$ cat config.mk
export PLATFORM = sky130hd
export DESIGN_NAME = disp_timing_ctrl
export DESIGN_NICKNAME = d
export VERILOG_FILES = /design/src/rtl/disp_pkg.sv /design/src/rtl/disp_sync_delay.sv /design/src/rtl/disp_timing_ctrl.sv
export SDC_FILE = /design/constraint.sdc
export NUM_CORES = 1
export LEC_CHECK = 0
export ABC_AREA = 1
export CORE_AREA = 2 2 101 79
export CTS_BUF_LIST = sky130_fd_sc_hd__clkbuf_4
export DETAILED_ROUTE_END_ITERATION = 8
export DIE_AREA = 0 0 103 81
export PLACE_DENSITY = 0.77
export SLEW_MARGIN = 20
export SYNTH_ARGS = -nofsm -noshare
export SYNTH_HDL_FRONTEND = slang
export SYNTH_SLANG_ARGS = --single-unit
$ cat constraint.sdc
create_clock -name disp_clk -period 1.3 [get_ports disp_clk]
set_clock_uncertainty 0.1 [all_clocks]
set_input_delay 0.13 -clock disp_clk [delete_from_list [all_inputs] [get_ports disp_clk]]
set_output_delay 0.13 -clock disp_clk [all_outputs]
set_load 0.1 [all_outputs]
$ cat src/rtl/disp_pkg.sv
// Shared types and constants for the display timing controller.
// Latency: none (types, constants and pure functions only).
// Backpressure: none.
package disp_pkg;

   typedef logic [29:0] rgb30_t;

   typedef enum logic [1:0] {
      ST_IDLE  = 2'd0,
      ST_RUN   = 2'd1,
      ST_DRAIN = 2'd2
   } disp_state_e;

   // Raster flags carried together down the alignment delay line
   typedef struct packed {
      logic act;
      logic hs_n;
      logic vs_n;
   } sync_flags_t;

   localparam sync_flags_t FLAGS_IDLE = '{act: 1'b0, hs_n: 1'b1, vs_n: 1'b1};

   localparam logic [9:0] FULL_SCALE = 10'd1023;
   localparam logic [9:0] ZERO_SCALE = 10'd0;

   localparam rgb30_t BAR_WHITE   = {FULL_SCALE, FULL_SCALE, FULL_SCALE};
   localparam rgb30_t BAR_YELLOW  = {FULL_SCALE, FULL_SCALE, ZERO_SCALE};
   localparam rgb30_t BAR_CYAN    = {ZERO_SCALE, FULL_SCALE, FULL_SCALE};
   localparam rgb30_t BAR_GREEN   = {ZERO_SCALE, FULL_SCALE, ZERO_SCALE};
   localparam rgb30_t BAR_MAGENTA = {FULL_SCALE, ZERO_SCALE, FULL_SCALE};
   localparam rgb30_t BAR_RED     = {FULL_SCALE, ZERO_SCALE, ZERO_SCALE};
   localparam rgb30_t BAR_BLUE    = {ZERO_SCALE, ZERO_SCALE, FULL_SCALE};
   localparam rgb30_t BAR_BLACK   = {ZERO_SCALE, ZERO_SCALE, ZERO_SCALE};

   // Total clocks per line or lines per frame: active plus both porches and sync
   function automatic int disp_total(input int act, input int fp, input int sync, input int bp);
      return act + fp + sync + bp;
   endfunction

   // Color of a vertical bar, left (0) to right (7)
   function automatic rgb30_t bar_color(input logic [2:0] idx);
      case (idx)
         3'd0:    return BAR_WHITE;
         3'd1:    return BAR_YELLOW;
         3'd2:    return BAR_CYAN;
         3'd3:    return BAR_GREEN;
         3'd4:    return BAR_MAGENTA;
         3'd5:    return BAR_RED;
         3'd6:    return BAR_BLUE;
         default: return BAR_BLACK;
      endcase
   endfunction

endpackage

$ cat src/rtl/disp_sync_delay.sv
// Fixed-depth shift register aligning act/hs_n/vs_n with fetched pixel data.
// Latency: DEPTH clocks from flags to flags_dly.
// Backpressure: none; shifts every clock, flush loads all stages with idle values.
module disp_sync_delay
   import disp_pkg::*;
#(
   parameter int DEPTH = 3
)(
   input  logic        disp_clk,
   input  logic        rst_disp_n,
   input  logic        flush,
   input  sync_flags_t flags,
   output sync_flags_t flags_dly
);

   sync_flags_t pipe [DEPTH];

   // Shift raster flags one stage per clock; flush or reset empties the line
   always_ff @(posedge disp_clk or negedge rst_disp_n) begin
      if (!rst_disp_n) begin
         for (int i = 0; i < DEPTH; i++) pipe[i] <= FLAGS_IDLE;
      end else if (flush) begin
         for (int i = 0; i < DEPTH; i++) pipe[i] <= FLAGS_IDLE;
      end else begin
         pipe[0] <= flags;
         for (int i = 1; i < DEPTH; i++) pipe[i] <= pipe[i-1];
      end
   end

   assign flags_dly = pipe[DEPTH-1];

endmodule

$ cat src/rtl/disp_timing_ctrl.sv
// Display raster generator with fixed-latency pixel fetch; optional color bars via DISP_TEST_PATTERN_EN.
// Latency: pix_req to DE_OUT_DE/DE_OUT_RGB is RD_LAT+1 clocks; sync outputs share it.
// Backpressure: none; renderer must answer exactly RD_LAT clocks after pix_req.
module disp_timing_ctrl
   import disp_pkg::*;
#(
   parameter int WIDTH  = 1024,
   parameter int HEIGHT = 768,
   parameter int H_FP   = 24,
   parameter int H_SYNC = 136,
   parameter int H_BP   = 160,
   parameter int V_FP   = 3,
   parameter int V_SYNC = 6,
   parameter int V_BP   = 29,
   parameter int RD_LAT = 2
)(
   input  logic         disp_clk,
   input  logic         rst_disp_n,
   input  logic         enable,
`ifdef DISP_TEST_PATTERN_EN
   input  logic         test_pat,
`endif
   output logic         frame_start,
   output logic         pix_req,
   output logic [11:0]  pix_x,
   output logic [11:0]  pix_y,
   input  logic [29:0]  pix_rgb,
   output logic         DE_OUT_HSYNC,
   output logic         DE_OUT_VSYNC,
   output logic         DE_OUT_DE,
   output logic [29:0]  DE_OUT_RGB
);

   localparam int H_TOTAL = disp_total(WIDTH, H_FP, H_SYNC, H_BP);
   localparam int V_TOTAL = disp_total(HEIGHT, V_FP, V_SYNC, V_BP);

   localparam logic [11:0] H_LAST     = 12'(H_TOTAL - 1);
   localparam logic [11:0] V_LAST     = 12'(V_TOTAL - 1);
   localparam logic [11:0] H_ACT_END  = 12'(WIDTH);
   localparam logic [11:0] V_ACT_END  = 12'(HEIGHT);
   localparam logic [11:0] H_SYNC_BEG = 12'(WIDTH + H_FP);
   localparam logic [11:0] H_SYNC_END = 12'(WIDTH + H_FP + H_SYNC);
   localparam logic [11:0] V_SYNC_BEG = 12'(HEIGHT + V_FP);
   localparam logic [11:0] V_SYNC_END = 12'(HEIGHT + V_FP + V_SYNC);

   disp_state_e state, state_nxt;
   logic [11:0] h_cnt, v_cnt;
   logic        last_pos;
   logic        flush;
   sync_flags_t raw, dly;
   rgb30_t      rgb_src, rgb_q;

   assign last_pos = (h_cnt == H_LAST) && (v_cnt == V_LAST);
   // Leaving IDLE discards whatever tail the delay line still holds
   assign flush    = (state == ST_IDLE) && enable;

   // State register
   always_ff @(posedge disp_clk or negedge rst_disp_n) begin
      if (!rst_disp_n) state <= ST_IDLE;
      else             state <= state_nxt;
   end

   // Next state: enable only stops the raster at a frame boundary
   always_comb begin
      state_nxt = state;
      case (state)
         ST_IDLE:  if (enable) state_nxt = ST_RUN;
         ST_RUN:   if (!enable) state_nxt = last_pos ? ST_IDLE : ST_DRAIN;
         ST_DRAIN: if (last_pos) state_nxt = enable ? ST_RUN : ST_IDLE;
         default:  state_nxt = ST_IDLE;
      endcase
   end

   // Raw raster counters: parked at 0 in IDLE, advance every clock otherwise
   always_ff @(posedge disp_clk or negedge rst_disp_n) begin
      if (!rst_disp_n) begin
         h_cnt <= '0;
         v_cnt <= '0;
      end else if (state == ST_IDLE) begin
         h_cnt <= '0;
         v_cnt <= '0;
      end else if (h_cnt == H_LAST) begin
         h_cnt <= '0;
         v_cnt <= (v_cnt == V_LAST) ? 12'd0 : v_cnt + 12'd1;
      end else begin
         h_cnt <= h_cnt + 12'd1;
      end
   end

   // Raw flags from the counters, held inactive while idle
   always_comb begin
      raw = FLAGS_IDLE;
      if (state != ST_IDLE) begin
         raw.act  = (h_cnt < H_ACT_END) && (v_cnt < V_ACT_END);
         raw.hs_n = !((h_cnt >= H_SYNC_BEG) && (h_cnt < H_SYNC_END));
         raw.vs_n = !((v_cnt >= V_SYNC_BEG) && (v_cnt < V_SYNC_END));
      end
   end

`ifdef DISP_TEST_PATTERN_EN
   localparam int BAR_W = (WIDTH / 8 > 0) ? WIDTH / 8 : 1;

   logic [2:0] bar_idx;
   logic [3:0] pat_pipe [RD_LAT];

   assign bar_idx = 3'(h_cnt / 12'(BAR_W));
   assign pix_req = raw.act && !test_pat;

   // Carry {test_pat, bar index} alongside the renderer latency
   always_ff @(posedge disp_clk or negedge rst_disp_n) begin
      if (!rst_disp_n) begin
         for (int i = 0; i < RD_LAT; i++) pat_pipe[i] <= '0;
      end else begin
         pat_pipe[0] <= {test_pat, bar_idx};
         for (int i = 1; i < RD_LAT; i++) pat_pipe[i] <= pat_pipe[i-1];
      end
   end

   assign rgb_src = pat_pipe[RD_LAT-1][3] ? bar_color(pat_pipe[RD_LAT-1][2:0]) : pix_rgb;
`else
   assign pix_req = raw.act;
   assign rgb_src = pix_rgb;
`endif

   assign pix_x       = pix_req ? h_cnt : 12'd0;
   assign pix_y       = pix_req ? v_cnt : 12'd0;
   assign frame_start = (state != ST_IDLE) && (h_cnt == 12'd0) && (v_cnt == 12'd0);

   disp_sync_delay #(
      .DEPTH      (RD_LAT + 1)
   ) u_sync_delay (
      .disp_clk   (disp_clk),
      .rst_disp_n (rst_disp_n),
      .flush      (flush),
      .flags      (raw),
      .flags_dly  (dly)
   );

   // Capture the returned pixel on the clock it is valid
   always_ff @(posedge disp_clk or negedge rst_disp_n) begin
      if (!rst_disp_n) rgb_q <= '0;
      else             rgb_q <= rgb_src;
   end

   assign DE_OUT_DE    = dly.act;
   assign DE_OUT_HSYNC = dly.hs_n;
   assign DE_OUT_VSYNC = dly.vs_n;
   assign DE_OUT_RGB   = dly.act ? rgb_q : 30'd0;

endmodule
==> metrics.txt <==
Finished Layout Cells=693; WP buf/inv=4; Worst Setup Path Type=reg -> out; synthesized area=3150 um^2; Initial Util=42.1%; Fin. Hold Viols=2; most frequent cells in the layout=buf_4 (69), buf_12 (63), dfrtp_1 (58), nand2_1 (44); DP HPWL=7470 um; area grow syn2layout=113%; CTS clk-pin slew, worst paths=0.14 ns; Total Neg Setup Slack=-46.79 ns; overall routed net length=16100 um; Clock Tree Buf Depth=2; Setup crit end kind=output pin; Async S/R FF share, synth=100%; PortBufs=87; GRT Overall Usage=31.1%; leakage power=2.89 nW; WL met3=1640 um; ratio of cells with drive above 1 in the final layout=61.1%; max incr delay on CP=0.47 ns; GR Overflow Total=0; worst path required time=1.07 ns; CORE AREA=7500 um^2; total CTS buffers=9; CTS Sinks=65; predominant post-synthesis flop cell=dfrtp_1; Cell Chain, Critical Path=inv_2, nand2_4, nand2_2, inv_2, nand3_4, buf_4, nor2_4, buf_12; sequential share of the synthesized area=51.8%; yosys warns=0; first-pass GRT wire length=19200 um; top routing layer in use=met4; die area=8340 um^2; post-synth top area share=46.8%; GPL Wtd Cong=0.889; CP max-delay cell=dfrtp_1; f_max=462 MHz; initial antenna violation count=1; VDD IR max=1.84 mV; Pre-antenna DRT Iters=7; number of enable flip-flop cells after synthesis=0; min Tclk post-route=2.16 ns; Synth area leader=dfrtp_1; CP most frequent cell=inv_2; vias in the first global route=3643; die width=103 um; drt first-iter violations=581; commonest non-fill, non-tap cell in the layout=buf_4; PnR worst setup slack=-0.864 ns; family with the most delay on the worst path=buffers and inverters; clk_lat worst skew=0.46 ns; post-synthesis register bit count=65; met1 WL=5650 um; htree depth=3; slack of the worst reg-to-reg path=-0.49 ns; class of the worst hold path=in -> reg; Worst Path Arrival=1.93 ns; nets=620; failing checks=negative hold slack, negative setup slack; Syn Inst Count=394; fin crit share=166%; post-synth cell types=34; CTS tree=yes; row cnt=28; Final Max Tran Viols=0; status=finished with violations; Startpoint Class=register; dominant cells by area after synthesis=dfrtp_1 (47%), nand2_1 (11%), inv_1 (8.3%); Max Fanout on Critical Path=4; RSZ-0062 raised after global routing=true; Avg WL per Cell=23.2 um; wire length on met2=7780 um; Post-Syn Area per Cell=8.01 um^2; vias post-DR=3910; largest net degree at the start of global routing=66; Routed Antenna Nets=0; maxcap violations=0; Layout Utilization=89.7%; # setup viols final=90; CTS Root Cell=clkbuf_4; power density over the cells=1180 nW/um^2; IO Pins=92; Hold WS=-0.0113 ns; placed cells=648; DRC=0; drt via density=5.64; DIE HEIGHT=81 um
==> registers in the layout (all words and copies together) (netlist names) <==
| register | flops |
|---|---|
| v_cnt | 12 |
| state | 2 |
| h_cnt | 12 |
| u_sync_delay.pipe | 6 |
| rgb_q | 30 |
| u_sync_delay.flags_dly | 3 |
==> area by class of cell <==
| cell class | instances | area, um^2 |
|---|---|---|
| fillers | 282 | 772 |
| well taps | 105 | 131 |
| clock inverters | 5 | 32.5 |
| multi-input cells | 243 | 2020 |
| repair inverters | 1 | 16.3 |
| inverters | 75 | 420 |
| diodes | 2 | 5.00 |
| repair buffers | 186 | 2380 |
| clock buffers | 11 | 82.6 |
| flip-flops and latches | 65 | 1640 |
==> where the power goes <==
part / internal [mW] / switching (mW) / total, mW
Sequential: 2.19 / 0.192 / 2.38
Clock: 0.429 / 0.860 / 1.29
Combinational: 1.68 / 2.58 / 4.26
Total: 4.30 / 3.63 / 7.93
==> stage by stage <==
step	power (mW)	hold WS (ns)	setup slack, ns	area (um^2)
after floorplan	4.50	-0.266	-0.386	3810
after global placement	5.91	0.0658	-0.207	5780
final	7.93	-0.0113	-0.864	6730
after CTS	7.32	0.0168	-0.654	6350
after detailed placement	5.99	0.0654	-0.252	5780
after global routing	8.14	-0.0194	-0.943	6720
==> final timing paths <==
kind | start | cells after the start | endpoint
max in group asynchronous | rst_disp_n | 3 | u_sync_delay.pipe[6]$_DFF_PN1_
max | state[1]$_DFFE_PN0P_ | 8 | pix_y[6]
min reg2reg | u_sync_delay.pipe[5]$_DFF_PN0_ | 2 | u_sync_delay.flags_dly[2]$_DFF_PN0_
min | pix_rgb[15] | 1 | rgb_q[15]$_DFF_PN0_
min in group asynchronous | rst_disp_n | 3 | state[1]$_DFFE_PN0P_
max reg2reg | v_cnt[6]$_DFFE_PN0P_ | 8 | v_cnt[11]$_DFFE_PN0P_
==> logic make-up after synthesis <==
kind of cell,Yosys count,synth area share [%]
adders and majority gates,6,2.38
xor gates and xnor gates,4,1.11
AOI/OAI and AO/OA,18,3.13
buffers and inverters,90,12.2
other,1,0.119
and+or+nand+nor,210,29.3
DFF,65,51.8
==> routing by layer <==
metal | global-route usage, % | vias up
met5 | 0 | -
met4 | 10.7 | 0
met3 | 8.61 | 112
met2 | 52.9 | 357
met1 | 38.2 | 1875
li1 | - | 1566
==> synthesized netlist by cell type, types with 3 or more instances <==
cell type / instances
nor2_2: 8
xor2_1: 4
nand2_2: 3
or2_2: 4
o21ai_0: 5
buf_4: 6
nor2_1: 57
dfstp_2: 6
buf_2: 3
dfrtp_1: 59
a21oi_1: 5
o21ai_1: 5
clkbuf_1: 3
ha_1: 6
inv_1: 70
nand2_1: 96
nand4_1: 12
nor3_1: 6
nand3_1: 17
nand3_2: 3
==> what timing repair did <==
action                                 4_1_cts  5_1_grt
gates cloned                                 5        0
buffers inserted                            17        9
resized for setup                           50       93
hold buffers                                 1        2
endpoints found under the hold margin       65        2
setup endpoints to repair                   85       90
pin swaps                                   16       18
Note: power is estimated with default switching activity, not from simulation.
